**src/rtl/organ_pkg.sv**
```systemverilog
// Shared types for the organ voice and its note sequencer.
// The event duration field is sized for the widest sequencer build; narrower builds zero-extend.
package organ_pkg;

    localparam int NOTE_W    = 7;
    localparam logic [NOTE_W-1:0] REST_NOTE = '0;
    localparam int DUR_MAX_W = 16;

    typedef enum logic [1:0] {
        IDLE = 2'd0,
        LOAD = 2'd1,
        PLAY = 2'd2,
        GAP  = 2'd3
    } seq_state_t;

    typedef struct packed {
        logic [NOTE_W-1:0]    note;
        logic [DUR_MAX_W-1:0] dur;
        logic                 last;
    } note_ev_t;

endpackage

```
**src/rtl/note_sequencer_if.sv**
```systemverilog
// Event handshake between the score decoder (master) and the note sequencer (slave).
interface note_sequencer_if #(
    parameter int DUR_W = 8
);
    import organ_pkg::*;

    logic              ev_valid;
    logic              ev_ready;
    logic [NOTE_W-1:0] ev_note;
    logic [DUR_W-1:0]  ev_dur;
    logic              ev_last;

    modport master (output ev_valid, ev_note, ev_dur, ev_last, input ev_ready);
    modport slave  (input ev_valid, ev_note, ev_dur, ev_last, output ev_ready);

endinterface

```
**src/rtl/note_fifo.sv**
```systemverilog
// First-word-fall-through event queue; the extra pointer bit separates full from empty.
module note_fifo
    import organ_pkg::*;
#(
    parameter int DEPTH = 16
) (
    input  logic     clk,
    input  logic     rst,
    input  logic     push,
    input  logic     pop,
    input  logic     flush,
    input  note_ev_t wdata,
    output note_ev_t rdata,
    output logic     full,
    output logic     empty
);

    localparam int AW = $clog2(DEPTH);
    localparam logic [AW:0] PTR_ONE = (AW+1)'(1);

    logic [AW:0] wr_ptr;
    logic [AW:0] rd_ptr;
    logic        push_ok;
    logic        pop_ok;
    note_ev_t    mem [DEPTH];

    // A full queue refuses a push even when the same cycle pops.
    assign push_ok = push && !full && !flush;
    assign pop_ok  = pop && !empty && !flush;

    assign empty = (wr_ptr == rd_ptr);
    assign full  = (wr_ptr[AW] != rd_ptr[AW]) && (wr_ptr[AW-1:0] == rd_ptr[AW-1:0]);
    assign rdata = mem[rd_ptr[AW-1:0]];

    always_ff @(posedge clk or posedge rst) begin
        if (rst) begin
            wr_ptr <= '0;
            rd_ptr <= '0;
        end else if (flush) begin
            wr_ptr <= '0;
            rd_ptr <= '0;
        end else begin
            if (push_ok) wr_ptr <= wr_ptr + PTR_ONE;
            if (pop_ok)  rd_ptr <= rd_ptr + PTR_ONE;
        end
    end

    always_ff @(posedge clk) begin
        if (push_ok) mem[wr_ptr[AW-1:0]] <= wdata;
    end

endmodule

```
**src/rtl/note_sequencer.sv**
```systemverilog
// Plays queued note/duration events into the organ voice, with a silent gap after every note.
//   state | meaning
//   IDLE  | stopped, outputs silent, waiting for start
//   LOAD  | pop next event (stays here while the queue is empty -> underrun)
//   PLAY  | latched note sounds for dur * TICK_DIV cycles
//   GAP   | GAP_CYC silent cycles so repeated pitches re-articulate
module note_sequencer
    import organ_pkg::*;
#(
    parameter int FIFO_DEPTH = 16,
    parameter int TICK_DIV   = 1250000,
    parameter int GAP_CYC    = 64,
    parameter int DUR_W      = 8
) (
    input  logic                 clk,
    input  logic                 rst,
    note_sequencer_if.slave      bus,
    input  logic                 start,
    input  logic                 stop,
    output logic [NOTE_W-1:0]    note,
    output logic                 gate,
    output logic                 busy,
    output logic                 done,
    output logic                 underrun
);

    localparam int DIV_W = $clog2(TICK_DIV);
    localparam int GAP_W = $clog2(GAP_CYC + 1);
    localparam logic [DIV_W-1:0] DIV_MAX  = DIV_W'(TICK_DIV - 1);
    localparam logic [DIV_W-1:0] DIV_ONE  = DIV_W'(1);
    localparam logic [GAP_W-1:0] GAP_LOAD = GAP_W'(GAP_CYC);
    localparam logic [GAP_W-1:0] GAP_ONE  = GAP_W'(1);
    localparam logic [DUR_W-1:0] DUR_ONE  = DUR_W'(1);

    seq_state_t        state, state_d;
    note_ev_t          head;
    note_ev_t          wr_ev;
    logic              full, empty, pop, push;

    logic [NOTE_W-1:0] lat_note, lat_note_d;
    logic              lat_last, lat_last_d;
    logic [DUR_W-1:0]  dur_cnt, dur_cnt_d;
    logic [DIV_W-1:0]  div_cnt, div_cnt_d;
    logic [GAP_W-1:0]  gap_cnt, gap_cnt_d;
    logic [NOTE_W-1:0] note_d;
    logic              gate_d, done_d, underrun_d;

    assign bus.ev_ready = !full;
    assign push  = bus.ev_valid && !full;
    assign wr_ev = '{note: bus.ev_note, dur: DUR_MAX_W'(bus.ev_dur), last: bus.ev_last};
    assign busy  = (state != IDLE);

    note_fifo #(
        .DEPTH (FIFO_DEPTH)
    ) u_fifo (
        .clk   (clk),
        .rst   (rst),
        .push  (push),
        .pop   (pop),
        .flush (stop),
        .wdata (wr_ev),
        .rdata (head),
        .full  (full),
        .empty (empty)
    );

    always_comb begin
        state_d    = state;
        pop        = 1'b0;
        lat_note_d = lat_note;
        lat_last_d = lat_last;
        dur_cnt_d  = dur_cnt;
        div_cnt_d  = div_cnt;
        gap_cnt_d  = gap_cnt;
        done_d     = 1'b0;
        underrun_d = underrun;

        if (stop) begin
            state_d = IDLE;
        end else begin
            case (state)
                IDLE: begin
                    if (start) begin
                        state_d    = LOAD;
                        underrun_d = 1'b0;
                    end
                end
                LOAD: begin
                    if (empty) begin
                        underrun_d = 1'b1;
                    end else begin
                        pop = 1'b1;
                        // Zero-length events are dropped; a zero-length last event ends the piece.
                        if (head.dur == '0) begin
                            if (head.last) begin
                                state_d = IDLE;
                                done_d  = 1'b1;
                            end
                        end else begin
                            lat_note_d = head.note;
                            lat_last_d = head.last;
                            dur_cnt_d  = head.dur[DUR_W-1:0];
                            div_cnt_d  = '0;
                            state_d    = PLAY;
                        end
                    end
                end
                PLAY: begin
                    if (div_cnt == DIV_MAX) begin
                        div_cnt_d = '0;
                        dur_cnt_d = dur_cnt - DUR_ONE;
                        if (dur_cnt == DUR_ONE) begin
                            state_d   = GAP;
                            gap_cnt_d = GAP_LOAD;
                        end
                    end else begin
                        div_cnt_d = div_cnt + DIV_ONE;
                    end
                end
                GAP: begin
                    if (gap_cnt == GAP_ONE) begin
                        state_d = lat_last ? IDLE : LOAD;
                        done_d  = lat_last;
                    end else begin
                        gap_cnt_d = gap_cnt - GAP_ONE;
                    end
                end
                default: state_d = IDLE;
            endcase
        end

        // Outputs are registered from the next state so the note appears on PLAY entry.
        note_d = (state_d == PLAY) ? lat_note_d : REST_NOTE;
        gate_d = (state_d == PLAY) && (lat_note_d != REST_NOTE);
    end

    always_ff @(posedge clk or posedge rst) begin
        if (rst) begin
            state    <= IDLE;
            lat_note <= REST_NOTE;
            lat_last <= 1'b0;
            dur_cnt  <= '0;
            div_cnt  <= '0;
            gap_cnt  <= '0;
            note     <= REST_NOTE;
            gate     <= 1'b0;
            done     <= 1'b0;
            underrun <= 1'b0;
        end else begin
            state    <= state_d;
            lat_note <= lat_note_d;
            lat_last <= lat_last_d;
            dur_cnt  <= dur_cnt_d;
            div_cnt  <= div_cnt_d;
            gap_cnt  <= gap_cnt_d;
            note     <= note_d;
            gate     <= gate_d;
            done     <= done_d;
            underrun <= underrun_d;
        end
    end

endmodule

```
**src/flat_wrapper.sv**
```systemverilog
// flat-port wrapper written by rule: the top's interface ports become plain ports
module note_sequencer_flat import organ_pkg::*;
#(
    parameter int FIFO_DEPTH = 16,
    parameter int TICK_DIV   = 1250000,
    parameter int GAP_CYC    = 64,
    parameter int DUR_W      = 8
)
  (clk, rst, start, stop, note, gate, busy, done, underrun, bus_ev_valid, bus_ev_note, bus_ev_dur, bus_ev_last, bus_ev_ready);
  note_sequencer_if #(.DUR_W(DUR_W)) bus_i ();
  input  logic clk;
  input  logic rst;
  input  logic start;
  input  logic stop;
  output logic [NOTE_W-1:0] note;
  output logic gate;
  output logic busy;
  output logic done;
  output logic underrun;
  input wire logic [$bits(bus_i.ev_valid)-1:0] bus_ev_valid;
  input wire logic [$bits(bus_i.ev_note)-1:0] bus_ev_note;
  input wire logic [$bits(bus_i.ev_dur)-1:0] bus_ev_dur;
  input wire logic [$bits(bus_i.ev_last)-1:0] bus_ev_last;
  output wire logic [$bits(bus_i.ev_ready)-1:0] bus_ev_ready;
  assign bus_i.ev_valid = bus_ev_valid;
  assign bus_i.ev_note = bus_ev_note;
  assign bus_i.ev_dur = bus_ev_dur;
  assign bus_i.ev_last = bus_ev_last;
  assign bus_ev_ready = bus_i.ev_ready;
  note_sequencer #(.FIFO_DEPTH(FIFO_DEPTH), .TICK_DIV(TICK_DIV), .GAP_CYC(GAP_CYC), .DUR_W(DUR_W)) u_core (.clk(clk), .rst(rst), .bus(bus_i), .start(start), .stop(stop), .note(note), .gate(gate), .busy(busy), .done(done), .underrun(underrun));
endmodule
```
**config.mk**
```make
export PLATFORM = sky130hd
export DESIGN_NAME = note_sequencer_flat
export DESIGN_NICKNAME = d
export VERILOG_FILES = /design/src/rtl/organ_pkg.sv /design/src/rtl/note_sequencer_if.sv /design/src/rtl/note_fifo.sv /design/src/rtl/note_sequencer.sv /design/src/flat_wrapper.sv
export SDC_FILE = /design/constraint.sdc
export NUM_CORES = 1
export LEC_CHECK = 0
export BUFFER_PORTS_ARGS = -buffer_cell sky130_fd_sc_hd__buf_4
export CAP_MARGIN = 20
export CORE_ASPECT_RATIO = 0.8
export CORE_MARGIN = 3
export CORE_UTILIZATION = 56
export CTS_BUF_LIST = sky130_fd_sc_hd__clkbuf_8
export DETAILED_ROUTE_END_ITERATION = 12
export PLACE_DENSITY = 0.82
export SYNTH_ARGS = -nofsm -noshare
export SYNTH_HDL_FRONTEND = slang
export SYNTH_SLANG_ARGS = --single-unit
export TNS_END_PERCENT = 1
```
**constraint.sdc**
```tcl
create_clock -name clk -period 3.4 [get_ports clk]
set_input_delay 0.34 -clock clk [delete_from_list [all_inputs] [get_ports clk]]
set_output_delay 0.34 -clock clk [all_outputs]
set_load 0.03 [all_outputs]
```
== After elaboration in Yosys (flattened, before gate mapping) ==
Memory sizes are Yosys's and may differ from the RTL's.
Index checks and enable logic that the tools add are counted.
Widths: inputs -> output; s select.
Word-level totals
  bits in registers: 66
  bits in latches: 0
  memory bits (writable): 256
  memory bits (read-only): 0
  bits of input ports: 21
  output and inout bits: 12
  logic and storage cells: 107
  memories: 1
Memory list
  u_core.u_fifo.mem: words 16, bits a word 16, read ports 1, clocked after memory_dff 0, write ports 1, RTL line note_fifo.sv:25  | note_ev_t mem [DEPTH];
Operators by class
  add/subtract/negate cells: 5
  multiply operators: 0
  div/mod/pow operators: 0
  $lt $le $gt $ge: 0
  equal/unequal tests: 17
  shift operators: 0
  multiplexer cells: 45
  bitwise gates (word level): 3
  reduce and logical (&&, ||, !) cells: 24
Operator list (count)
  $mux 21: 3
  $mux 7: 8
  $pmux 21 s2: 1
  $mux 8: 3
  $add 21x1->21 const B: 1
  $eq 21x21->1 const B: 1
  $mux 5: 4
  $logic_not 16->1: 1
  $mux 2: 8
  $pmux 8 s2: 1
  $pmux 7 s2: 1
  $mux 1: 13
  $reduce_and 4->1: 3
  $reduce_bool 2->1: 6
  $add 5x1->5 const B: 2
  $ne 2x2->1 const B: 5
  $reduce_and 5->1: 2
  $eq 8x1->1 const B: 1
  $pmux 2 s4: 1
  $sub 8x1->8 const B: 1
  $eq 7x1->1 const B: 1
  $logic_and 1x1->1: 7
  $reduce_bool 7->1: 1
  $sub 7x1->7 const B: 1
  other kinds (10): 18

== Longest topological paths before layout ==
  depth after elaboration: 8
  gate-level depth with buffers: 13
  gate-level depth less buffers: 10

== Modules after synthesis ==
A second synthesis with hierarchy kept.
Second synthesis, totals
  cell total of the unflattened synthesis: 1074
  area, all modules: 18639.1 sq um
Modules (own cells, without submodules)
  note_fifo: times used 1, cells an instance 734, area each 15492.4 sq um, seq. area each 11781.3 sq um
  note_sequencer: times used 1, cells an instance 340, area each 3146.8 sq um, seq. area each 1401.3 sq um

== Least setup slack after synthesis ==
OpenSTA, ideal clock, no wires.
  path kind: register -> register
  start point: register u_core.u_fifo.rd_ptr[0]
  end point: memory u_core.u_fifo.mem[12][0] in the netlist's numbering, enable pin
  setup time: 0.388 ns
  data arrival time: 2.775 ns
  data required time: 3.012 ns
  setup slack: 0.237 ns
  stages on the path, launching flop included: 12
  path buffers: 5
  period minus slack after synthesis: 3.163 ns
  path through: dfrtp_1 -> buf_6 -> buf_12 -> buf_6 -> buf_6 -> xor2_1 -> nor4_1 -> nand2_1 -> and2_1 -> clkbuf_1 -> nand3_1 -> nor2_1
Between the ends
  cells in the longest elaborated chain, start to end: 8
RTL lines
  start: declaration: RTL line note_fifo.sv:22  | logic [AW:0] rd_ptr;
  start signal: assignment: RTL line note_fifo.sv:44  | if (pop_ok) rd_ptr <= rd_ptr + PTR_ONE;
  $eq 4x4->1 (*): RTL line note_fifo.sv:32  | assign full = (wr_ptr[AW] != rd_ptr[AW]) && (wr_ptr[AW-1:0] == rd_ptr[AW-1:0]);
  $logic_and 1x1->1 (*): RTL line note_fifo.sv:32
  $logic_not 1->1 (*)
  via bus_ev_ready: RTL line flat_wrapper.sv:24  | output wire logic [$bits(bus_i.ev_ready)-1:0] bus_ev_ready;
  $logic_and 1x1->1: RTL line note_sequencer.sv:49  | assign push = bus.ev_valid && !full;
  $logic_and 1x1->1 (*) (2 in series): RTL line note_fifo.sv:28  | assign push_ok = push && !full && !flush;
  $mux 1 (*): RTL line note_fifo.sv:49  | if (push_ok) mem[wr_ptr[AW-1:0]] <= wdata;
  $mux 1 (not written as such) (*): RTL line note_fifo.sv:49
  end: declaration: RTL line note_fifo.sv:25
Mark *: on every way through the listed nets, which the timed path passes. The rest lies on a longest branch.

== Worst setup path in the final report ==
  start point: register u_core.u_fifo.rd_ptr[0]
  end point: register u_core.div_cnt[11]
Between the ends
  cells in the longest elaborated chain, start to end: 4
  elaborated cells on any way between the ends: 6
  those cells by class: eq/ne: 3; reduce/logical: 2; memory: 1
RTL lines
  $mem_v2 16x16
  $logic_not 16->1: RTL line note_sequencer.sv:94  | if (head.dur == '0) begin
  $ne 2x2->1 (no source line)
  $reduce_and 4->1 (no source line) (*)
  end signal: assignment: RTL line note_sequencer.sv:154  | div_cnt <= div_cnt_d;
  end: declaration: RTL line note_sequencer.sv:43  | logic [DIV_W-1:0] div_cnt, div_cnt_d;
Mark *: on every way between the ends. The rest lies on a longest branch, timed or not.
A chain may end at the register's enable or synchronous reset.

==> impl_metrics.sql <==
INSERT INTO impl_metrics (metric_group, metric, value, unit) VALUES
('yosys', 'synth_enable_flop_cells', '256', ''),
('worst_setup_path', 'cp.required', '3.83', 'ns'),
('timing', 'fmax', '300.9', 'MHz'),
('timing', 'period_utilisation_layout', '0.9773', ''),
('cts', 'cts.root.buffer_cell', 'sky130_fd_sc_hd__clkbuf_8', ''),
('yosys', 'syn_area', '13560', 'µm²'),
('detailed_routing', 'vias_per_cell', '6.177', ''),
('worst_setup_path', 'crit_arrival', '3.76', 'ns'),
('timing', 'worst-slew-pin-transition', '1.083', 'ns'),
('yosys', 'post_synth_num_cell_types', '68', ''),
('timing', 'timing.final.setup_violations', '0', ''),
('worst_setup_path', 'worstSetupEndpointType', 'flip-flop', ''),
('yosys', 'yosys.area_share.xor_xnor', '0.01162', ''),
('place', 'dpl.hpwl', '18370', 'µm'),
('worst_setup_path', 'slowest_delay', '0.62', 'ns'),
('floorplan', 'floorplan.die_area', '26130', 'µm²'),
('yosys', 'synth_top_area_cell', 'sky130_fd_sc_hd__edfxtp_1', ''),
('place', 'finalWeightedCongestion', '0.8476', ''),
('yosys', 'post_synth.cell_area_avg', '16.83', 'µm²'),
('cts', 'clk_transition_reported_paths', '0.06', 'ns'),
('detailed_routing', 'drt_pre_antenna_iters', '7', ''),
('finish', 'sequential_cell_area', '9344', 'µm²'),
('power', 'worst_ir_drop_vdd', '323.9', 'µV'),
('place', 'port_buffers', '32', ''),
('detailed_routing', 'post_drt_wl_per_cell', '23.24', 'µm'),
('power', 'fin_total_pwr', '9.412', 'mW'),
('yosys', 'yosysWarnings', '0', ''),
('timing', 'final_hold_viol_count', '0', ''),
('yosys', 'postSynth.topFlopCell', 'sky130_fd_sc_hd__edfxtp_1', ''),
('finish', 'final_nets', '944', ''),
('worst_setup_path', 'worst_path_dominant_cell_family', 'simple AND/OR/NAND/NOR gates', ''),
('floorplan', 'ios', '33', ''),
('yosys', 'synth_sequential_area_ratio', '0.6886', ''),
('timing', 'worst_clock_skew', '0.02409', 'ns'),
('timing', 'drv_slew', '0', ''),
('worst_setup_path', 'timing.critical_path.from_type', 'flip-flop', ''),
('worst_setup_path', 'cp_cell_sequence', 'buf_12 > mux4_2 > a22oi_1 > nand3_1 > or4_4 > o41ai_4 > buf_4 > a211oi_2 > and2_4 > mux2_4', ''),
('detailed_routing', 'dr.first_iter.drc_count', '876', ''),
('cts', 'tritoncts.num_buffers', '47', ''),
('finish', 'final_core_area_utilization', '0.6569', ''),
('yosys', 'synth-async-reset-ratio', '0.2050', ''),
('power', 'power-per-cell-area', '607.5', 'nW/µm²'),
('global_routing', 'antenna_found_initial', '1', ''),
('detailed_routing', 'detail-route-antenna-nets', '0', ''),
('timing', 'worst_slew_margin_rel', '0.2772', ''),
('status', 'status', 'finished clean', ''),
('worst_setup_path', 'critical_path.max_fanout', '8', ''),
('global_routing', 'grt_remaining_overflow', '0', ''),
('cts', 'clock_tree_from_tritoncts', 'yes', ''),
('finish', 'mostFrequentLayoutCell', 'sky130_fd_sc_hd__edfxtp_1', ''),
('timing', 'fin_worst_hold_slack', '0.06648', 'ns'),
('floorplan', 'std_cell_rows', '50', ''),
('detailed_routing', 'wl', '29120', 'µm'),
('yosys', 'synthMuxAreaShare', '0.1348', ''),
('detailed_routing', 'detail_route.drc_violations', '0', ''),
('flow_run', 'drv.max_cap_violation_count', '0', ''),
('floorplan', 'core', '23590', 'µm²'),
('timing', 'timing.setup.tns', '0', 'ns'),
('global_routing', 'grt_util_all_layers', '0.2216', ''),
('finish', 'drive_above_1_share', '0.2689', ''),
('yosys', 'combinational_family_with_the_most_area_after_synthesis', 'multiplexers', ''),
('yosys', 'synth_top_area_frac', '0.5668', ''),
('cts', 'clock_tree.buffer_depth', '3', ''),
('cts', 'insertion_delay', '0.57', 'ns'),
('worst_setup_path', 'worst-setup-path-type', 'flip-flop to flip-flop', ''),
('finish', 'diodes_inserted', '0', ''),
('global_routing', 'grt_pass1_wl', '44820', 'µm'),
('yosys', 'synth-compound-area-share', '0.04908', ''),
('worst_setup_path', 'cpMaxStageDelayCell', 'sky130_fd_sc_hd__or4_4', ''),
('cts', 'clock_sinks', '322', ''),
('finish', 'multiInputGateArea', '3989', 'µm²');
## worst reg2reg max path: stages (launching register included)
cell and delay, ns:
sky130_fd_sc_hd__dfrtp_4 0.45, sky130_fd_sc_hd__buf_12 0.15, sky130_fd_sc_hd__mux4_2 0.53, sky130_fd_sc_hd__a22oi_1 0.20
sky130_fd_sc_hd__nand3_1 0.15, sky130_fd_sc_hd__or4_4 0.62, sky130_fd_sc_hd__o41ai_4 0.35, sky130_fd_sc_hd__buf_4 0.20
sky130_fd_sc_hd__a211oi_2 0.10, sky130_fd_sc_hd__and2_4 0.17, sky130_fd_sc_hd__mux2_4 0.29
## logic make-up after synthesis
kind of cell / Yosys count
AND/OR/NAND/NOR: 215
XOR/XNOR: 18
adder cells (fa/ha/maj): 14
flip-flops: 322
multiplexers: 92
AO/OA/AOI/OAI: 91
buffers and inverters: 54
## Yosys cell counts (13+ instances only)
master and count:
sky130_fd_sc_hd__clkbuf_1 13, sky130_fd_sc_hd__dfrtp_1 66, sky130_fd_sc_hd__edfxtp_1 256, sky130_fd_sc_hd__ha_1 14, sky130_fd_sc_hd__inv_1 17, sky130_fd_sc_hd__mux4_2 65
sky130_fd_sc_hd__nand2_1 45, sky130_fd_sc_hd__nand2b_1 16, sky130_fd_sc_hd__nand3_1 28, sky130_fd_sc_hd__nor2_1 58, sky130_fd_sc_hd__o21ai_0 20, sky130_fd_sc_hd__xor2_1 15
## through the flow
step | instance area (µm²) | worst slack (ns) | std cells
6_report | 15490 | 0.07716 | 1253
5_1_grt | 15490 | -0.01440 | 1253
4_1_cts | 15390 | 0.07090 | 1249
3_5_place_dp | 14490 | -0.04670 | 1163
3_3_place_gp | 14490 | 0.07235 | 1163
2_1_floorplan | 13560 | 0.2369 | 806
## flip-flops by register name (all words and copies together) (netlist names)
name / flops
u_core.u_fifo.rd_ptr: 5
u_core.underrun: 1
u_core.done: 1
u_core.gate: 1
u_core.gap_cnt: 7
u_core.dur_cnt: 8
u_core.note: 7
u_core.lat_note: 7
u_core.div_cnt: 21
u_core.lat_last: 1
u_core.state: 2
u_core.u_fifo.mem: 256
u_core.u_fifo.wr_ptr: 5
## per-layer routing
metal	GRT usage	up-vias	wire length (µm)
met5	0	-	0
met4	0.07499	0	807
met3	0.04862	67	2744
met2	0.3439	381	13640
met1	0.3169	3923	11930
li1	-	3369	-
## path summary, 6_finish.rpt
kind	end	startpoint	slack (ns)	cells past startpoint
worst max-delay path	u_core.div_cnt[11]$_DFFE_PP0P_	u_core.u_fifo.rd_ptr[0]$_DFFE_PP0P_	0.08	10
max in group asynchronous	u_core.div_cnt[20]$_DFFE_PP0P_	rst	2.34	5
min in group asynchronous	u_core.gate$_DFF_PP0_	rst	0.24	3
worst min register to register	u_core.div_cnt[12]$_DFFE_PP0P_	u_core.div_cnt[12]$_DFFE_PP0P_	0.50	1
worst min-delay path	u_core.u_fifo.mem[0][6]$_DFFE_PP_	bus_ev_dur[5]	0.07	1
worst max register to register	u_core.div_cnt[11]$_DFFE_PP0P_	u_core.u_fifo.rd_ptr[0]$_DFFE_PP0P_	0.08	10
## where the power goes
group,switching (mW),internal [mW]
Clock,1.40,1.38
Combinational,1.06,0.920
Sequential,0.171,4.48
## what timing repair did
action	4_1_cts	5_1_grt
setup buffers	5	1
gates resized for setup	0	9
pin swaps	0	6
hold buffers	0	1
endpoints found under the hold margin	0	26
endpoints found under the setup margin	25	14
## layout make-up
class	count	area share
well taps	312	0.02520
multi-input cells	430	0.2575
clock inverters	30	0.008722
flip-flops and latches	322	0.6031
repair buffers	90	0.05581
inverters	18	0.004361
clock buffers	51	0.04531
Note: power is estimated with default switching activity, not from simulation.
